**src/rtl/lsu.sv**
```systemverilog
// Load/store unit between the core's memory stage and a PicoRV32 native bus master port.
// One access in flight; word-crossing misaligned accesses optionally become two bus beats.
module lsu #(
    parameter int MISALIGNED_SPLIT = 0,
    parameter int TIMEOUT_CYCLES   = 255
) (
    input  logic        clk,
    input  logic        reset_n,
    input  logic        req_valid,
    output logic        req_ready,
    input  logic        req_we,
    input  logic [1:0]  req_size,
    input  logic        req_unsigned,
    input  logic [31:0] req_addr,
    input  logic [31:0] req_wdata,
    output logic        rsp_valid,
    output logic [31:0] rsp_rdata,
    output logic        rsp_err,
    output logic [1:0]  rsp_err_code,
    output logic        mem_valid,
    output logic        mem_instr,
    output logic [31:0] mem_addr,
    output logic [31:0] mem_wdata,
    output logic [3:0]  mem_wstrb,
    input  logic        mem_ready,
    input  logic [31:0] mem_rdata
);

    // state | meaning
    // IDLE  | waiting for a request, req_ready high
    // BEAT0 | first (or only) bus beat outstanding
    // BEAT1 | second beat of a word-crossing access
    // RESP  | one-cycle response pulse

    typedef enum logic [1:0] {
        S_IDLE  = 2'd0,
        S_BEAT0 = 2'd1,
        S_BEAT1 = 2'd2,
        S_RESP  = 2'd3
    } state_t;

    localparam logic [1:0] ERR_NONE     = 2'b00;
    localparam logic [1:0] ERR_MISALIGN = 2'b01;
    localparam logic [1:0] ERR_TIMEOUT  = 2'b10;
    localparam logic [1:0] ERR_SIZE     = 2'b11;

    localparam bit SPLIT_EN   = (MISALIGNED_SPLIT != 0);
    localparam bit TIMEOUT_EN = (TIMEOUT_CYCLES > 0);
    localparam int TW         = (TIMEOUT_CYCLES > 0) ? $clog2(TIMEOUT_CYCLES + 1) : 1;
    localparam logic [TW-1:0] TCNT_LAST = TW'((TIMEOUT_CYCLES > 0) ? TIMEOUT_CYCLES - 1 : 0);

    state_t        state, state_d;
    logic          we_q, we_d;
    logic [1:0]    size_q, size_d;
    logic          uns_q, uns_d;
    logic [1:0]    off_q, off_d;
    logic [31:0]   base_q, base_d;
    logic [7:0]    strb8_q, strb8_d;
    logic [63:0]   wd64_q, wd64_d;
    logic [31:0]   lo_q, lo_d;
    logic [TW-1:0] tcnt, tcnt_d;

    logic          mem_valid_d;
    logic [31:0]   mem_addr_d, mem_wdata_d;
    logic [3:0]    mem_wstrb_d;
    logic          rsp_valid_d, rsp_err_d;
    logic [31:0]   rsp_rdata_d;
    logic [1:0]    rsp_code_d;

    logic [3:0]    mask_in;
    logic [7:0]    strb8_in;
    logic [63:0]   wd64_in;
    logic          misaligned;
    logic          tcnt_last;
    logic [63:0]   beat_raw;

    // Shift the two-beat window down by the byte offset, then trim and extend to the access size.
    function automatic logic [31:0] load_extend(input logic [63:0] raw, input logic [1:0] off,
                                                input logic [1:0] size, input logic uns);
        logic [63:0] sh;
        logic [31:0] r;
        sh = raw >> {off, 3'b000};
        r  = sh[31:0];
        case (size)
            2'b00:   r = uns ? {24'h0, r[7:0]}  : {{24{r[7]}}, r[7:0]};
            2'b01:   r = uns ? {16'h0, r[15:0]} : {{16{r[15]}}, r[15:0]};
            default: r = r;
        endcase
        return r;
    endfunction

    always_comb begin
        case (req_size)
            2'b00:   mask_in = 4'b0001;
            2'b01:   mask_in = 4'b0011;
            default: mask_in = 4'b1111;
        endcase
    end

    assign strb8_in   = {4'b0000, mask_in} << req_addr[1:0];
    assign wd64_in    = {32'h0, req_wdata} << {req_addr[1:0], 3'b000};
    assign misaligned = ((req_size == 2'b01) && req_addr[0]) ||
                        ((req_size == 2'b10) && (req_addr[1:0] != 2'b00));
    assign tcnt_last  = TIMEOUT_EN && (tcnt == TCNT_LAST);
    assign beat_raw   = (state == S_BEAT1) ? {mem_rdata, lo_q} : {32'h0, mem_rdata};

    assign req_ready  = (state == S_IDLE);
    assign mem_instr  = 1'b0;

    always_comb begin
        state_d     = state;
        we_d        = we_q;
        size_d      = size_q;
        uns_d       = uns_q;
        off_d       = off_q;
        base_d      = base_q;
        strb8_d     = strb8_q;
        wd64_d      = wd64_q;
        lo_d        = lo_q;
        tcnt_d      = tcnt;
        mem_valid_d = mem_valid;
        mem_addr_d  = mem_addr;
        mem_wdata_d = mem_wdata;
        mem_wstrb_d = mem_wstrb;
        rsp_valid_d = 1'b0;
        rsp_rdata_d = rsp_rdata;
        rsp_err_d   = rsp_err;
        rsp_code_d  = rsp_err_code;

        case (state)
            S_IDLE: begin
                if (req_valid) begin
                    we_d    = req_we;
                    size_d  = req_size;
                    uns_d   = req_unsigned;
                    off_d   = req_addr[1:0];
                    base_d  = {req_addr[31:2], 2'b00};
                    strb8_d = strb8_in;
                    wd64_d  = wd64_in;
                    if (req_size == 2'b11) begin
                        state_d     = S_RESP;
                        rsp_valid_d = 1'b1;
                        rsp_rdata_d = '0;
                        rsp_err_d   = 1'b1;
                        rsp_code_d  = ERR_SIZE;
                    end else if (!SPLIT_EN && misaligned) begin
                        state_d     = S_RESP;
                        rsp_valid_d = 1'b1;
                        rsp_rdata_d = '0;
                        rsp_err_d   = 1'b1;
                        rsp_code_d  = ERR_MISALIGN;
                    end else begin
                        state_d     = S_BEAT0;
                        tcnt_d      = '0;
                        mem_valid_d = 1'b1;
                        mem_addr_d  = {req_addr[31:2], 2'b00};
                        mem_wstrb_d = req_we ? strb8_in[3:0] : 4'b0000;
                        mem_wdata_d = req_we ? wd64_in[31:0] : 32'h0;
                    end
                end
            end
            S_BEAT0, S_BEAT1: begin
                if (mem_ready) begin
                    if ((state == S_BEAT0) && (strb8_q[7:4] != 4'b0000)) begin
                        // mem_valid stays high across the beat boundary
                        state_d     = S_BEAT1;
                        lo_d        = mem_rdata;
                        tcnt_d      = '0;
                        mem_addr_d  = base_q + 32'd4;
                        mem_wstrb_d = we_q ? strb8_q[7:4] : 4'b0000;
                        mem_wdata_d = we_q ? wd64_q[63:32] : 32'h0;
                    end else begin
                        state_d     = S_RESP;
                        mem_valid_d = 1'b0;
                        rsp_valid_d = 1'b1;
                        rsp_err_d   = 1'b0;
                        rsp_code_d  = ERR_NONE;
                        rsp_rdata_d = we_q ? 32'h0 : load_extend(beat_raw, off_q, size_q, uns_q);
                    end
                end else if (tcnt_last) begin
                    state_d     = S_RESP;
                    mem_valid_d = 1'b0;
                    rsp_valid_d = 1'b1;
                    rsp_rdata_d = '0;
                    rsp_err_d   = 1'b1;
                    rsp_code_d  = ERR_TIMEOUT;
                end else begin
                    tcnt_d = tcnt + TW'(1);
                end
            end
            S_RESP: begin
                state_d = S_IDLE;
            end
            default: begin
                state_d = S_IDLE;
            end
        endcase
    end

    always_ff @(posedge clk or negedge reset_n) begin
        if (!reset_n) begin
            state        <= S_IDLE;
            we_q         <= 1'b0;
            size_q       <= 2'b00;
            uns_q        <= 1'b0;
            off_q        <= 2'b00;
            base_q       <= '0;
            strb8_q      <= '0;
            wd64_q       <= '0;
            lo_q         <= '0;
            tcnt         <= '0;
            mem_valid    <= 1'b0;
            mem_addr     <= '0;
            mem_wdata    <= '0;
            mem_wstrb    <= '0;
            rsp_valid    <= 1'b0;
            rsp_rdata    <= '0;
            rsp_err      <= 1'b0;
            rsp_err_code <= ERR_NONE;
        end else begin
            state        <= state_d;
            we_q         <= we_d;
            size_q       <= size_d;
            uns_q        <= uns_d;
            off_q        <= off_d;
            base_q       <= base_d;
            strb8_q      <= strb8_d;
            wd64_q       <= wd64_d;
            lo_q         <= lo_d;
            tcnt         <= tcnt_d;
            mem_valid    <= mem_valid_d;
            mem_addr     <= mem_addr_d;
            mem_wdata    <= mem_wdata_d;
            mem_wstrb    <= mem_wstrb_d;
            rsp_valid    <= rsp_valid_d;
            rsp_rdata    <= rsp_rdata_d;
            rsp_err      <= rsp_err_d;
            rsp_err_code <= rsp_code_d;
        end
    end

endmodule

```
**config.mk**
```make
export PLATFORM = sky130hd
export DESIGN_NAME = lsu
export DESIGN_NICKNAME = d
export VERILOG_FILES = /design/src/rtl/lsu.sv
export SDC_FILE = /design/constraint.sdc
export NUM_CORES = 1
export LEC_CHECK = 0
export BUFFER_PORTS_ARGS = -buffer_cell sky130_fd_sc_hd__buf_4
export CAP_MARGIN = 40
export CORE_ASPECT_RATIO = 0.7
export CORE_MARGIN = 4
export CORE_UTILIZATION = 40
export CTS_BUF_LIST = sky130_fd_sc_hd__clkbuf_8
export DETAILED_ROUTE_END_ITERATION = 6
export HOLD_SLACK_MARGIN = 0.02
export SETUP_SLACK_MARGIN = 0.5
export SYNTH_ARGS = -nofsm -noshare
export SYNTH_HDL_FRONTEND = slang
export SYNTH_SLANG_ARGS = --single-unit
```
**constraint.sdc**
```tcl
create_clock -name clk -period 2.8 [get_ports clk]
set_input_delay 0.14 -clock clk [delete_from_list [all_inputs] [get_ports clk]]
set_output_delay 0.14 -clock clk [all_outputs]
set_load 0.01 [all_outputs]
```
==> impl_metrics.json <==
{
  "powerDensity_mw_per_mm2": 1150,
  "synthTopCellsByArea": "dfrtp_1 (47%), mux2_2 (9.7%), mux2i_1 (7.9%)",
  "crit_chain": "buf_12 > clkinv_1 > nor2_1 > a221oi_1 > o31ai_1 > a22o_1",
  "leakagePower_nw": 6.85,
  "ant_nets": 0,
  "fill_cells": 2376,
  "cts_buffer_depth": 3,
  "io_buffers": 207,
  "synth_cell_types": 65,
  "yosys_warnings": 0,
  "drt_iter0_drc": 818,
  "first_global_vias": 9458,
  "clk_pin_slew_ns": 0.07,
  "synth_area_leader_cell": "dfrtp_1",
  "rsz0062_at_grt": "true",
  "drv_slew": 0,
  "worst_pin_slew_ns": 0.993,
  "drc": 0,
  "criticalPathCategory": "reg -> reg",
  "cts_tree": "yes",
  "die_x_um": 208,
  "synth-seq-cells": 208,
  "htree_levels": 2,
  "fin_cells": 1785,
  "met2_usage": 0.308,
  "layout.nets": 1508,
  "min_period_over_period": 0.823,
  "die_area_sq_mm": 0.0307,
  "whs_ns": 0.0557,
  "wire_per_inst_um": 20.9,
  "grtUsageTotal": 0.226,
  "timing.fmax_mhz": 434,
  "syn2layout_area_growth_pct": 35.5,
  "outcome": "finished clean",
  "synth-edff-count": 0,
  "start_kind": "register",
  "worstPathRequired_ns": 3.28,
  "rows": 50,
  "cts_root_buf": "clkbuf_8",
  "relSlewSlack": 0.335,
  "grtUsageMet1": 0.355,
  "setup_viol": 0,
  "dp.cells": 1611,
  "drt_wl_total_um": 37300,
  "cts_buffers": 36,
  "pwr-share-clk": 0.172,
  "p_seq_frac": 0.321,
  "hold_class": "in -> reg",
  "dr.pass1.iters": 7,
  "final_core_utilization": 0.558,
  "cpMaxStageDelayCell": "dfrtp_2",
  "peakVddDrop_uv": 593,
  "io_pins": 211,
  "critPathMaxFanout": 53,
  "p_int_mw": 10.1,
  "layout-drive-gt1-share": 0.317,
  "finalHoldViolations": 0,
  "pwr-share-comb": 0.507,
  "cp.arrival_ns": 2.78,
  "fin_setup_tns_ns": 0,
  "syn-instance-count": 1091,
  "p_sw_frac": 0.420,
  "grt_util_met3": 0.0596,
  "clock_latency_ns": 0.55,
  "antenna-diode-count": 0,
  "grt.overflow.total": 0,
  "synth-seq-area-share": 0.466,
  "viasPerCell": 5.53,
  "mostFrequentLayoutCells": "buf_4 (238), dfrtp_1 (206), nand2_1 (131), o21ai_0 (105), mux2_2 (96)",
  "synth_top_area_share": 0.466,
  "cts_sinks": 208,
  "gp_congestion": 0.873,
  "synthFlopType": "dfrtp_1",
  "grt_busiest_layer": "met1",
  "antenna_found_initial": 0,
  "hpwl_um": 25400,
  "syn_area_sq_mm": 0.0112,
  "grt_max_degree": 113,
  "start_util": 0.412,
  "final_common_cell": "buf_4",
  "maxCapViolations": 0,
  "grt_pass1_wl_um": 56100,
  "p_sw_mw": 7.34,
  "die_h_um": 148,
  "skew_ns": 0.0305,
  "end_kind": "register",
  "cpPeakStageDelay_ns": 0.51,
  "ys_async_sr_fraction": 1.00,
  "num_vias": 9874,
  "synth_area_per_cell_sq_um": 10.2,
  "period_needed_ns": 2.30,
  "coreArea_sq_mm": 0.0272
}
cells by family after synthesis:
group	Yosys count	synth area share
other cells	1	0.000335
flops	208	0.466
compound gates	266	0.162
xor+xnor	22	0.0172
fa+ha+maj	10	0.0112
simple gates	303	0.125
buf+inv	95	0.0393
mux	186	0.179
registers in the layout, indices dropped and copies added, names as in the netlist:
register and cells:
tcnt 8, we_q 1, wd64_q 24, rsp_err 1, rsp_rdata 32, state 2, off_q 2, strb8_q 3
mem_valid 1, size_q 2, rsp_valid 1, lo_q 32, base_q 30, rsp_err_code 2, mem_wdata 32, mem_wstrb 4
mem_addr 30, uns_q 1
path summary, 6_finish.rpt:
kind	from	to	slack [ns]	cells past startpoint
setup / recovery	off_q[0]	rsp_rdata[10]	0.50	6
hold / removal	req_wdata[14]	mem_wdata[14]	0.06	5
setup reg to reg	off_q[0]	rsp_rdata[10]	0.50	6
hold reg to reg	rsp_rdata[1]	rsp_rdata[1]	0.47	2
max in group asynchronous	reset_n	wd64_q[33]	1.78	3
min in group asynchronous	reset_n	rsp_rdata[5]	0.13	2
through the flow:
stage	power (mW)	instance area, sq um	setup WS, ns
after global placement	13.5	13100	0.369
after detailed placement	13.6	13100	0.258
after floorplan	10.5	11200	0.531
final	17.5	15200	0.497
after CTS	16.9	14900	0.528
after global routing	18.6	15200	0.438
metal layers:
layer / wire length [um] / share of wire / vias up
met5: 0 / 0 / -
met4: 544 / 0.015 / 0
met3: 2970 / 0.080 / 46
met2: 15500 / 0.42 / 334
met1: 18300 / 0.49 / 4871
li1: - / - / 4623
critical path: cells and delay by family (launching register included):
kind,cells,cell delay [ns]
simple gates,1,0.38
compound gates,3,0.71
flops,1,0.51
buf+inv,2,0.62
timing repair:
action | CTS | global route
endpoints found under the setup margin | 68 | 88
pin swaps | 1 | 5
resized for setup | 16 | 20
hold buffers | 92 | 0
hold endpoints to repair | 260 | 0
buffers inserted | 1 | 11
gates cloned | 0 | 5
cells in the mapped netlist, types with 5 or more instances:
master	instances
and3_1	19
a22o_1	25
xnor2_1	17
a221oi_1	23
o41ai_1	14
buf_4	7
ha_1	10
nand3_1	24
o21ai_0	105
mux2i_1	88
nor2_1	60
nor4_1	7
a21oi_1	20
mux2_2	96
o31ai_1	20
o21ai_2	8
xor2_1	5
o211ai_1	11
nand2_1	133
and4_1	5
clkbuf_1	52
buf_6	5
a211oi_1	8
nor3_1	20
a22oi_1	7
nand4_1	10
buf_2	14
inv_1	11
dfrtp_1	208
power groups by stage:
| stage | registers [mW] | logic, mW | clock network (mW) |
|---|---|---|---|
| after floorplan | 5.53 | 4.99 | 0 |
| after global placement | 5.57 | 7.88 | 0 |
| after detailed placement | 5.61 | 7.99 | 0 |
| after CTS | 5.58 | 8.22 | 3.08 |
| after global routing | 5.78 | 9.63 | 3.20 |
| final | 5.60 | 8.85 | 3.01 |
cell type report:
type                    count  area [sq um]  area share
well taps                 364           455      0.0301
multi-input cells         790          5670       0.375
clock buffers              51           702      0.0463
inverters                  13          51.3     0.00339
repair buffers            345          2970       0.196
clock inverters            14          87.6     0.00578
flip-flops and latches    208          5210       0.344
(Power assumes the default switching activity.)
